==> src/rtl/mc_ctrl_if.sv <==
// Datapath control bundle between the multi-cycle main controller and the CPU datapath.
// master = controller side, slave = datapath side.
interface mc_ctrl_if #(
    parameter int CNT_W = 16
);
    logic [5:0]       Op;
    logic             MemReady;
    logic             PCWrite;
    logic             PCWriteCond;
    logic             IorD;
    logic             MemRead;
    logic             MemWrite;
    logic             MemtoReg;
    logic             IRWrite;
    logic             RegWrite;
    logic             RegDst;
    logic             ALUSrcA;
    logic [1:0]       PCSource;
    logic [1:0]       ALUSrcB;
    logic [1:0]       ALUop;
    logic [3:0]       State;
    logic             IllegalOp;
    logic [CNT_W-1:0] InstrCount;

    modport master (
        input  Op, MemReady,
        output PCWrite, PCWriteCond, IorD, MemRead, MemWrite, MemtoReg, IRWrite,
               RegWrite, RegDst, ALUSrcA, PCSource, ALUSrcB, ALUop, State,
               IllegalOp, InstrCount
    );

    modport slave (
        output Op, MemReady,
        input  PCWrite, PCWriteCond, IorD, MemRead, MemWrite, MemtoReg, IRWrite,
               RegWrite, RegDst, ALUSrcA, PCSource, ALUSrcB, ALUop, State,
               IllegalOp, InstrCount
    );
endinterface

==> src/rtl/mc_ctrl_fsm.sv <==
// Multi-cycle main control FSM: fetch/decode/execute sequencing, datapath strobes,
// retired-instruction counter and sticky illegal-opcode flag.
//
// state   | meaning
// FETCH   | read instruction, PC+4 (waits on MemReady)
// DECODE  | register read, branch target in ALUOut
// MEM_ADR | effective address for lw/sw
// MEM_RD  | data memory read (waits on MemReady)
// MEM_WB  | load result written to rt
// MEM_WR  | data memory write (waits on MemReady), retires sw
// R_EXEC  | R-type ALU operation
// R_WB    | R-type result written to rd
// BRANCH  | beq compare, conditional PC update
// JUMP    | PC <- jump target
// I_EXEC  | addi ALU operation
// I_WB    | addi result written to rt
module mc_ctrl_fsm #(
    parameter int CNT_W = 16
) (
    input  logic      clk,
    input  logic      rst_n,
    mc_ctrl_if.master bus
);

    typedef enum logic [3:0] {
        S_FETCH   = 4'd0,
        S_DECODE  = 4'd1,
        S_MEM_ADR = 4'd2,
        S_MEM_RD  = 4'd3,
        S_MEM_WB  = 4'd4,
        S_MEM_WR  = 4'd5,
        S_R_EXEC  = 4'd6,
        S_R_WB    = 4'd7,
        S_BRANCH  = 4'd8,
        S_JUMP    = 4'd9,
        S_I_EXEC  = 4'd10,
        S_I_WB    = 4'd11
    } state_t;

    localparam logic [5:0] OP_R    = 6'b000000;
    localparam logic [5:0] OP_LW   = 6'b100011;
    localparam logic [5:0] OP_SW   = 6'b101011;
    localparam logic [5:0] OP_BEQ  = 6'b000100;
    localparam logic [5:0] OP_J    = 6'b000010;
    localparam logic [5:0] OP_ADDI = 6'b001000;

    localparam logic [CNT_W-1:0] CNT_ONE = {{(CNT_W-1){1'b0}}, 1'b1};

    state_t           state_q, state_d;
    logic [CNT_W-1:0] cnt_q, cnt_d;
    logic             ill_q, ill_d;

    logic       pc_write, pc_write_cond, i_or_d, mem_read, mem_write, mem_to_reg;
    logic       ir_write, reg_write, reg_dst, alu_src_a;
    logic [1:0] pc_source, alu_src_b, alu_op;
    logic       retire;

    always_ff @(posedge clk) begin
        if (!rst_n) begin
            state_q <= S_FETCH;
            cnt_q   <= '0;
            ill_q   <= 1'b0;
        end else begin
            state_q <= state_d;
            cnt_q   <= cnt_d;
            ill_q   <= ill_d;
        end
    end

    always_comb begin
        state_d       = state_q;
        ill_d         = ill_q;
        retire        = 1'b0;
        pc_write      = 1'b0;
        pc_write_cond = 1'b0;
        i_or_d        = 1'b0;
        mem_read      = 1'b0;
        mem_write     = 1'b0;
        mem_to_reg    = 1'b0;
        ir_write      = 1'b0;
        reg_write     = 1'b0;
        reg_dst       = 1'b0;
        alu_src_a     = 1'b0;
        pc_source     = 2'b00;
        alu_src_b     = 2'b00;
        alu_op        = 2'b00;

        case (state_q)
            S_FETCH: begin
                mem_read  = 1'b1;
                alu_src_b = 2'b01;
                ir_write  = bus.MemReady;
                pc_write  = bus.MemReady;
                if (bus.MemReady) state_d = S_DECODE;
            end
            S_DECODE: begin
                alu_src_b = 2'b11;
                case (bus.Op)
                    OP_LW, OP_SW: state_d = S_MEM_ADR;
                    OP_R:         state_d = S_R_EXEC;
                    OP_BEQ:       state_d = S_BRANCH;
                    OP_J:         state_d = S_JUMP;
                    OP_ADDI:      state_d = S_I_EXEC;
                    default: begin
                        ill_d   = 1'b1;
                        state_d = S_FETCH;
                    end
                endcase
            end
            S_MEM_ADR: begin
                alu_src_a = 1'b1;
                alu_src_b = 2'b10;
                state_d   = (bus.Op == OP_LW) ? S_MEM_RD : S_MEM_WR;
            end
            S_MEM_RD: begin
                mem_read = 1'b1;
                i_or_d   = 1'b1;
                if (bus.MemReady) state_d = S_MEM_WB;
            end
            S_MEM_WB: begin
                reg_write  = 1'b1;
                mem_to_reg = 1'b1;
                retire     = 1'b1;
                state_d    = S_FETCH;
            end
            S_MEM_WR: begin
                mem_write = 1'b1;
                i_or_d    = 1'b1;
                if (bus.MemReady) begin
                    retire  = 1'b1;
                    state_d = S_FETCH;
                end
            end
            S_R_EXEC: begin
                alu_src_a = 1'b1;
                alu_op    = 2'b10;
                state_d   = S_R_WB;
            end
            S_R_WB: begin
                reg_write = 1'b1;
                reg_dst   = 1'b1;
                retire    = 1'b1;
                state_d   = S_FETCH;
            end
            S_BRANCH: begin
                alu_src_a     = 1'b1;
                alu_op        = 2'b01;
                pc_write_cond = 1'b1;
                pc_source     = 2'b01;
                retire        = 1'b1;
                state_d       = S_FETCH;
            end
            S_JUMP: begin
                pc_write  = 1'b1;
                pc_source = 2'b10;
                retire    = 1'b1;
                state_d   = S_FETCH;
            end
            S_I_EXEC: begin
                alu_src_a = 1'b1;
                alu_src_b = 2'b10;
                state_d   = S_I_WB;
            end
            S_I_WB: begin
                reg_write = 1'b1;
                retire    = 1'b1;
                state_d   = S_FETCH;
            end
            default: state_d = S_FETCH;
        endcase

        cnt_d = retire ? (cnt_q + CNT_ONE) : cnt_q;

        // Held in reset: no strobes reach the datapath, selects park at their FETCH values.
        if (!rst_n) begin
            pc_write      = 1'b0;
            pc_write_cond = 1'b0;
            ir_write      = 1'b0;
            mem_read      = 1'b0;
            mem_write     = 1'b0;
            reg_write     = 1'b0;
            i_or_d        = 1'b0;
            mem_to_reg    = 1'b0;
            reg_dst       = 1'b0;
            alu_src_a     = 1'b0;
            pc_source     = 2'b00;
            alu_src_b     = 2'b01;
            alu_op        = 2'b00;
        end
    end

    assign bus.PCWrite     = pc_write;
    assign bus.PCWriteCond = pc_write_cond;
    assign bus.IorD        = i_or_d;
    assign bus.MemRead     = mem_read;
    assign bus.MemWrite    = mem_write;
    assign bus.MemtoReg    = mem_to_reg;
    assign bus.IRWrite     = ir_write;
    assign bus.RegWrite    = reg_write;
    assign bus.RegDst      = reg_dst;
    assign bus.ALUSrcA     = alu_src_a;
    assign bus.PCSource    = pc_source;
    assign bus.ALUSrcB     = alu_src_b;
    assign bus.ALUop       = alu_op;
    assign bus.State       = state_q;
    assign bus.IllegalOp   = ill_q;
    assign bus.InstrCount  = cnt_q;

endmodule

==> src/flat_wrapper.sv <==
// flat-port wrapper written by rule: the top's interface ports become plain ports
module mc_ctrl_fsm_flat 
#(
    parameter int CNT_W = 16
)
  (clk, rst_n, bus_Op, bus_MemReady, bus_PCWrite, bus_PCWriteCond, bus_IorD, bus_MemRead, bus_MemWrite, bus_MemtoReg, bus_IRWrite, bus_RegWrite, bus_RegDst, bus_ALUSrcA, bus_PCSource, bus_ALUSrcB, bus_ALUop, bus_State, bus_IllegalOp, bus_InstrCount);
  mc_ctrl_if #(.CNT_W(CNT_W)) bus_i ();
  input  logic clk;
  input  logic rst_n;
  input wire logic [$bits(bus_i.Op)-1:0] bus_Op;
  input wire logic [$bits(bus_i.MemReady)-1:0] bus_MemReady;
  output wire logic [$bits(bus_i.PCWrite)-1:0] bus_PCWrite;
  output wire logic [$bits(bus_i.PCWriteCond)-1:0] bus_PCWriteCond;
  output wire logic [$bits(bus_i.IorD)-1:0] bus_IorD;
  output wire logic [$bits(bus_i.MemRead)-1:0] bus_MemRead;
  output wire logic [$bits(bus_i.MemWrite)-1:0] bus_MemWrite;
  output wire logic [$bits(bus_i.MemtoReg)-1:0] bus_MemtoReg;
  output wire logic [$bits(bus_i.IRWrite)-1:0] bus_IRWrite;
  output wire logic [$bits(bus_i.RegWrite)-1:0] bus_RegWrite;
  output wire logic [$bits(bus_i.RegDst)-1:0] bus_RegDst;
  output wire logic [$bits(bus_i.ALUSrcA)-1:0] bus_ALUSrcA;
  output wire logic [$bits(bus_i.PCSource)-1:0] bus_PCSource;
  output wire logic [$bits(bus_i.ALUSrcB)-1:0] bus_ALUSrcB;
  output wire logic [$bits(bus_i.ALUop)-1:0] bus_ALUop;
  output wire logic [$bits(bus_i.State)-1:0] bus_State;
  output wire logic [$bits(bus_i.IllegalOp)-1:0] bus_IllegalOp;
  output wire logic [$bits(bus_i.InstrCount)-1:0] bus_InstrCount;
  assign bus_i.Op = bus_Op;
  assign bus_i.MemReady = bus_MemReady;
  assign bus_PCWrite = bus_i.PCWrite;
  assign bus_PCWriteCond = bus_i.PCWriteCond;
  assign bus_IorD = bus_i.IorD;
  assign bus_MemRead = bus_i.MemRead;
  assign bus_MemWrite = bus_i.MemWrite;
  assign bus_MemtoReg = bus_i.MemtoReg;
  assign bus_IRWrite = bus_i.IRWrite;
  assign bus_RegWrite = bus_i.RegWrite;
  assign bus_RegDst = bus_i.RegDst;
  assign bus_ALUSrcA = bus_i.ALUSrcA;
  assign bus_PCSource = bus_i.PCSource;
  assign bus_ALUSrcB = bus_i.ALUSrcB;
  assign bus_ALUop = bus_i.ALUop;
  assign bus_State = bus_i.State;
  assign bus_IllegalOp = bus_i.IllegalOp;
  assign bus_InstrCount = bus_i.InstrCount;
  mc_ctrl_fsm #(.CNT_W(CNT_W)) u_core (.clk(clk), .rst_n(rst_n), .bus(bus_i));
endmodule
==> config.mk <==
export PLATFORM = sky130hd
export DESIGN_NAME = mc_ctrl_fsm_flat
export DESIGN_NICKNAME = d
export VERILOG_FILES = /design/src/rtl/mc_ctrl_if.sv /design/src/rtl/mc_ctrl_fsm.sv /design/src/flat_wrapper.sv
export SDC_FILE = /design/constraint.sdc
export NUM_CORES = 1
export LEC_CHECK = 0
export ABC_AREA = 1
export BUFFER_PORTS_ARGS = -buffer_cell sky130_fd_sc_hd__buf_2
export CAP_MARGIN = 30
export CORE_AREA = 2 2 56 58
export CTS_CLUSTER_SIZE = 40
export DETAILED_ROUTE_END_ITERATION = 8
export DIE_AREA = 0 0 58 60
export PLACE_DENSITY = 0.82
export SLEW_MARGIN = 20
export SYNTH_ARGS = -nofsm -noshare
export SYNTH_HDL_FRONTEND = slang
export SYNTH_SLANG_ARGS = --single-unit
==> constraint.sdc <==
create_clock -name clk -period 3.3 [get_ports clk]
set_input_delay 0.99 -clock clk [delete_from_list [all_inputs] [get_ports clk]]
set_output_delay 0.99 -clock clk [all_outputs]
set_load 0.005 [all_outputs]
[Word-level counts from Yosys, hierarchy flattened]
Index checks and enable logic that the tools add are counted.
Storage, ports and cells
  output and inout bits: 37
  memories kept: 0
  latch bits: 0
  bits of input ports: 9
  logic and storage cells: 70
  bits in writable memories: 0
  flip-flop bits (word level): 21
  ROM bits: 0
Operators by class
  shift operators: 0
  bitwise gates (word level): 1
  reductions and logical operators: 12
  magnitude comparators: 0
  $add $sub $neg: 1
  divide/modulo/power cells: 0
  muxes and demuxes: 34
  equal/unequal tests: 19
  $mul: 0
Operators by type and width (count)
  $pmux 4 s7: 1
  $mux 1: 20
  $pmux 4 s5: 1
  $add 16x1->16 const B: 1
  $eq 4x3->1 const B: 4
  $eq 4x4->1 const B: 4
  $eq 6x6->1 const B: 2
  $mux 4: 3
  $eq 4x2->1 const B: 2
  $pmux 2 s2: 2
  $reduce_or 2->1: 4
  $eq 6x2->1 const B: 1
  $eq 6x3->1 const B: 1
  $eq 6x4->1 const B: 1
  $logic_not 6->1: 1
  $mux 2: 3
  $ne 2x2->1 const B: 3
  $pmux 2 s3: 1
  $reduce_or 6->1: 1
  $reduce_or 5->1: 1
  $eq 4x1->1 const B: 1
  $logic_not 4->1: 1
  $pmux 1 s2: 2
  $reduce_or 4->1: 1
  other kinds (5): 5

[Logic depth before layout (Yosys ltp)]
Gate-level depths: netlist of run 1.
  depth in word-level cells: 4
  depth in mapped cells: 10
  mapped depth without buffers: 10

[Worst setup path before layout of run 1]
OpenSTA, ideal clock, no wires.
  kind: input to output
  start: in rst_n
  end: out bus_ALUop[0]
  arrival: 1608 ps
  cell stages on the path: 4
  data required time: 2310 ps
  buffers on the path: 2
  setup slack: 702 ps
  path through: inv_1 > clkbuf_1 > nor2_1 > buf_4
Between the ends
  cells in the longest elaborated chain, start to end: 1
RTL lines
  from (decl): line flat_wrapper.sv:9  | input logic rst_n;
  $mux 2: line mc_ctrl_fsm.sv:175  | if (!rst_n) begin
  to (decl): line flat_wrapper.sv:24  | output wire logic [$bits(bus_i.ALUop)-1:0] bus_ALUop;
Every way passes these cells.

[Worst setup path after layout of run 1]
  start: in rst_n
  end: out bus_PCWriteCond
Between the ends
  cells in the longest elaborated chain, start to end: 1
RTL lines
  $mux 1: line mc_ctrl_fsm.sv:175
  to (decl): line flat_wrapper.sv:13  | output wire logic [$bits(bus_i.PCWriteCond)-1:0] bus_PCWriteCond;
Every way passes these cells.

==> qor.csv, run 1 <==
metric;value;unit
core_area;2903;µm²
gp_congestion;0.8722;
startpoint_type;input pin;
io-pin-count;46;
synth_edf_count;0;
drc;0;
start_util;52.54;%
hold_end;u_core.bus.IllegalOp$_SDFFE_PN0P_;
reg2reg_from;u_core.bus.State[3]$_SDFFE_PN0P_;
cts_root_buf;clkbuf_4;
cts_tree;built;
drt_iter0_drc;71;
r2r_cells;7;
tightest_slew;0.5119;ns
fillers;318;
skew;0.01187;ns
synth-main-ff-cell;dfxtp_1;
htreeDepth;1;
fp.dieArea;3480;µm²
tns;0;ns
worst_ep_arrival_time;1.77;ns
synthDistinctLibCells;27;
synthArstFlopShare;0;%
grt_pass1_vias;1446;
setup_violations;0;
num_vias;1756;
power;0.4464;mW
netlist.area_leader.share;27.56;%
r2r_end;u_core.bus.InstrCount[1]$_SDFFE_PN0P_;
endpoint_kind;output pin;
n_antenna_cell;0;
rrSetupSlack;1.50;ns
grt_first_pass_wirelength;6.134;mm
max-slew-margin-rel;65.87;%
min_period;2.763;ns
hpwl;2.717;mm
io_buffers;45;
cap_violations;0;
max_freq;362.0;MHz
rsz0062_at_grt;false;
netlist_top_cells_count;nand2_1 (73), nor2_1 (38), inv_1 (28), nand3_1 (28), a21oi_1 (24);
dr.pass1.iters;4;
wl_per_cell;11.31;µm
post-route-period-util;83.71;%
cts-resized-gates;0;
hold_viol;0;
drive_above_1_share;19.13;%
path_clk_slew;0.11;ns
cellLeakagePower;0.8798;nW
synth-seq-area-share;27.56;%
synth_seq_cells;21;
min-delay-start;u_core.bus.IllegalOp$_SDFFE_PN0P_;
antenna_left;0;
fp.dieH;60;µm
dp_cells;327;
grt_use_total;22.38;%
grt-ovfl-total;0;
syn-num-nets;267;
fp-row-count;20;
wirelength;3.742;mm
power_density;253.0;nW/µm²
nNetsFinal;309;
synthTopCellsByArea;dfxtp_1 (28%), nand2_1 (18%), nor2_1 (9.4%);
viasPerCell;5.305;
syn_area;1525;µm²
post-synth-top-count-cell;nand2_1;
crit_type;input pin to output pin;
worstPathMaxFanout;17;
avgSynthCellArea;5.935;µm²
post_cts_buffers;0;
clkSinkCount;21;
syn_inst;257;
hp-class;flip-flop to flip-flop;
finalMaxSlewViolations;0;
worstSkewPairLatency;0.31;ns
cts_buffers;3;
cts.path.max_buffers;2;
required;2.31;ns
cts_hold_buffers;0;
synth_top_cell_by_area;dfxtp_1;
yosysWarnings;0;
grt_max_degree;18;
antenna_found_initial;0;
syn_to_final_growth;15.67;%
ir_worst_vdd;0.0002792;V
holdPathStages;2;
fp.dieW;58;µm
instances_no_fill;331;
holdWs;0.4621;ns
finish.utilization;60.78;%
outcome;completed;
-- per-layer routing --
metal	routed length (µm)	track usage, %	part of all wire, %	up-vias
met2	1725	36.36	46	58
met3	220	5.411	5.9	4
met5	0	0	0	-
met4	27	4.319	0.72	0
met1	1768	30.42	47	783
li1	-	-	-	911
-- power breakdown --
part	internal, mW	total (mW)	switching [mW]	leakage, nW
combinational	0.0210	0.0579	0.0369	0.695
sequential	0.257	0.262	0.00516	0.170
clock	0.0472	0.126	0.0790	0.0150
-- worst max-delay path by stage --
stage	cells after the start	endpoint	from
3_3_place_gp	4	bus_PCWriteCond	rst_n
4_1_cts	4	bus_ALUop[0]	rst_n
3_5_place_dp	4	bus_ALUop[0]	rst_n
5_1_grt	4	bus_ALUop[0]	rst_n
6_report	4	bus_PCWriteCond	rst_n
2_1_floorplan	4	bus_ALUop[0]	rst_n
-- sequential cells by signal, indices dropped and copies added, names as in the netlist --
signal	cells
u_core.bus.InstrCount	16
u_core.bus.IllegalOp	1
u_core.bus.State	4
-- layout by cell type, fill, tap and decap left out, drive strengths merged --
cell     n
nand2   76
buf     46
nor2    39
inv     30
nand3   28
a21oi   24
dfxtp   21
o21ai    9
nand4    6
xor2     5
clkbuf   4
nor3     2
xnor2    2
a22oi    1
nor4     1
nand3b   1
o211ai   1
and2     1
ha       1
-- final cells by class --
cell class | instances | area (µm²) | share of cell area, %
well taps | 33 | 41.29 | 2.340
flip-flops and latches | 21 | 420.4 | 23.83
multi-input cells | 197 | 930.9 | 52.77
inverters | 30 | 112.6 | 6.383
clock buffers | 4 | 26.28 | 1.489
repair buffers | 46 | 232.7 | 13.19
-- per-stage QoR --
stage          cell area [µm²]  worst slack [ns]
2_1_floorplan             1525            0.7022
3_3_place_gp              1738            0.5602
3_5_place_dp              1738            0.5405
4_1_cts                   1764            0.5367
5_1_grt                   1764            0.4310
6_report                  1764            0.5374
-- cell families after synthesis --
kind of cell	Yosys count	synth area share [%]
simple gates	154	43.23
buf+inv	39	11.40
compound gates	35	12.96
flops	21	27.56
xor+xnor	7	4.020
fa+ha+maj	1	0.8202
-- critical path, cell delays in order --
cell,delay [ns]
buf_2,0.12
inv_1,0.38
nor2_1,0.13
buf_2,0.15
No activity file was read; power rests on OpenSTA's default activity.
==> inputs of run 2 (changes only) <==
--- a/config.mk
+++ b/config.mk
@@ -8,11 +8,11 @@
 export ABC_AREA = 1
 export BUFFER_PORTS_ARGS = -buffer_cell sky130_fd_sc_hd__buf_2
 export CAP_MARGIN = 30
-export CORE_AREA = 2 2 56 58
+export CORE_AREA = 2 2 61 63
 export CTS_CLUSTER_SIZE = 40
 export DETAILED_ROUTE_END_ITERATION = 8
-export DIE_AREA = 0 0 58 60
-export PLACE_DENSITY = 0.82
+export DIE_AREA = 0 0 63 65
+export PLACE_DENSITY = 0.73
 export SLEW_MARGIN = 20
 export SYNTH_ARGS = -nofsm -noshare
 export SYNTH_HDL_FRONTEND = slang
==> constraint.sdc (replaced) <==
create_clock -name clk -period 2.35 [get_ports clk]
set_input_delay 0.705 -clock clk [delete_from_list [all_inputs] [get_ports clk]]
set_output_delay 0.705 -clock clk [all_outputs]
set_load 0.005 [all_outputs]
==> run 2 against run 1 <==
Global-route usage fell by 3.5 points. Total power rose by 43%. Sequential share of layout area fell by 0.43 points. Critical path type is now flip-flop to output pin. Largest power group unchanged. Highest routed layer is now met3.
==> qor.csv, run 2 (synthesized netlist as in run 1, its figures left out) <==
metric;value;unit
fp.dieArea;4095;µm²
worst_ep_arrival_time;1.52;ns
num_vias;1716;
worstSkewPairLatency;0.32;ns
nNetsFinal;310;
outcome;completed;
startpoint_type;flip-flop;
final_common_cell;nand2_1;
worstPathMaxFanout;8;
wl_per_cell;10.66;µm
clkPwrFrac;29.4;%
pwr-share-seq;57.8;%
viasPerCell;4.945;
cap_violations;0;
grt-ovfl-total;0;
crit_path_frequent_cell;nand2_1;
max-slew-margin-rel;69.88;%
cp_cell_sequence;nand2_1 > inv_1 > nand2_1 > a21oi_1 > buf_2;
grt_pass1_vias;1457;
largest_reg_flops;16;
io-pin-count;46;
core_area;3496;µm²
cellLeakagePower;0.8827;nW
grt_first_pass_wirelength;6.313;mm
cts_root_buf;clkbuf_4;
wirelength;3.700;mm
power_density;354.4;nW/µm²
min_period;2.221;ns
power_frac_comb;12.8;%
max_freq;450.3;MHz
p_sw_share;28.33;%
endpoint_kind;output pin;
fp.dieH;65;µm
crit_type;flip-flop to output pin;
path_buf_inv;2;
drt_iter0_drc;76;
drc;0;
ir_worst_vdd;0.0002587;V
setup_violations;0;
tns;0;ns
dr.pass1.iters;4;
critPathMaxStageDelay;0.50;ns
required;1.64;ns
antenna_left;0;
path_clk_slew;0.13;ns
cts_buffers;3;
clkSinkCount;21;
mostFrequentLayoutCells;nand2_1 (73), buf_2 (45), nor2_1 (37);
hold_viol;0;
grt_use_total;18.85;%
fp-row-count;22;
gp_congestion;0.8655;
antenna_found_initial;0;
fp.dieW;63;µm
htreeDepth;1;
n_antenna_cell;0;
grt_max_degree;18;
fillers;365;
p_switching;0.1804;mW
crit_slowest_cell;dfxtp_1;
cts_hold_buffers;0;
post-route-period-util;94.50;%
skew;0.008738;ns
hp-class;flip-flop to flip-flop;
syn_to_final_growth;17.80;%
io_buffers;45;
tightest_slew;0.4513;ns
cts.path.max_buffers;2;
finalMaxSlewViolations;0;
drive_above_1_share;20.07;%
cts_tree;built;
hpwl;2.751;mm
rsz0062_at_grt;false;
finish.utilization;51.40;%
start_util;43.63;%
p_int;0.4563;mW
cpLargestDelayFamily;flip-flops;
==> run 2: cell types whose count changed in the layout (fill, tap and decap cells not counted) <==
cell,change
buf_4,+1
clkbuf_1,-1
clkinvlp_4,+1
nor2_1,-1
nor2_2,+1
==> run 2: power by group through the flow <==
stage / Combinational (mW) / Sequential (mW) / Clock, mW
2_1_floorplan: 0.0509 / 0.375 / 0
3_3_place_gp: 0.0797 / 0.376 / 0
3_5_place_dp: 0.0805 / 0.376 / 0
4_1_cts: 0.0806 / 0.368 / 0.196
5_1_grt: 0.0934 / 0.369 / 0.208
6_report: 0.0814 / 0.368 / 0.187
==> run 2: path summary, 6_finish.rpt <==
check / startpoint / cells past startpoint / to / slack (ns)
worst max-delay path: u_core.bus.State[1]$_SDFFE_PN0P_ / 5 / bus_IorD / 0.13
worst min-delay path: u_core.bus.IllegalOp$_SDFFE_PN0P_ / 2 / u_core.bus.IllegalOp$_SDFFE_PN0P_ / 0.47
worst max register to register: u_core.bus.State[3]$_SDFFE_PN0P_ / 8 / u_core.bus.InstrCount[1]$_SDFFE_PN0P_ / 0.66
worst min register to register: u_core.bus.IllegalOp$_SDFFE_PN0P_ / 2 / u_core.bus.IllegalOp$_SDFFE_PN0P_ / 0.47
==> run 2: worst reg2reg max path: cells and delay by family, from the launching register on <==
kind / cells / cell delay (ns)
DFF: 1 / 0.47
and+or+nand+nor: 4 / 0.44
buffers and inverters: 2 / 0.36
AOI/OAI and AO/OA: 2 / 0.32
==> run 2: timing repair <==
item                                    CTS  global route
endpoints found under the setup margin    0             1
endpoints found under the hold margin     0             0
setup buffers                             0             0
gates resized for setup                   0             1
==> run 2: area by class of cell <==
| type | instances | area [µm²] | area share, % |
|---|---|---|---|
| Timing Repair Buffer | 47 | 240.2 | 13.37 |
| Tap cell | 48 | 60.06 | 3.343 |
| Clock inverter | 1 | 7.507 | 0.4178 |
| Multi-Input combinational cell | 197 | 933.4 | 51.95 |
| Sequential cell | 21 | 420.4 | 23.40 |
| Inverter | 30 | 112.6 | 6.267 |
| Clock buffer | 3 | 22.52 | 1.253 |
==> run 2: metrics by stage <==
| step | hold WS (ns) | std cells | power, mW | setup WS, ns | instance area, µm² |
|---|---|---|---|---|---|
| final | 0.4661 | 347 | 0.6367 | 0.1292 | 1797 |
| after CTS | 0.4678 | 347 | 0.6451 | 0.1108 | 1794 |
| after detailed placement | 0.4492 | 343 | 0.4564 | 0.1945 | 1764 |
| after floorplan | 0.4466 | 257 | 0.4256 | 0.3222 | 1525 |
| after global placement | 0.4435 | 343 | 0.4557 | 0.2106 | 1764 |
| after global routing | 0.4939 | 347 | 0.6705 | 0.007544 | 1797 |
==> run 2: layer usage <==
layer  GRT usage, %  wire (µm)  vias to the layer above
met5              0          0                        -
met3          4.167        223                        0
li1               -          -                      906
met1          24.36       1763                      766
met2          31.52       1712                       44
met4          5.278          0                        0
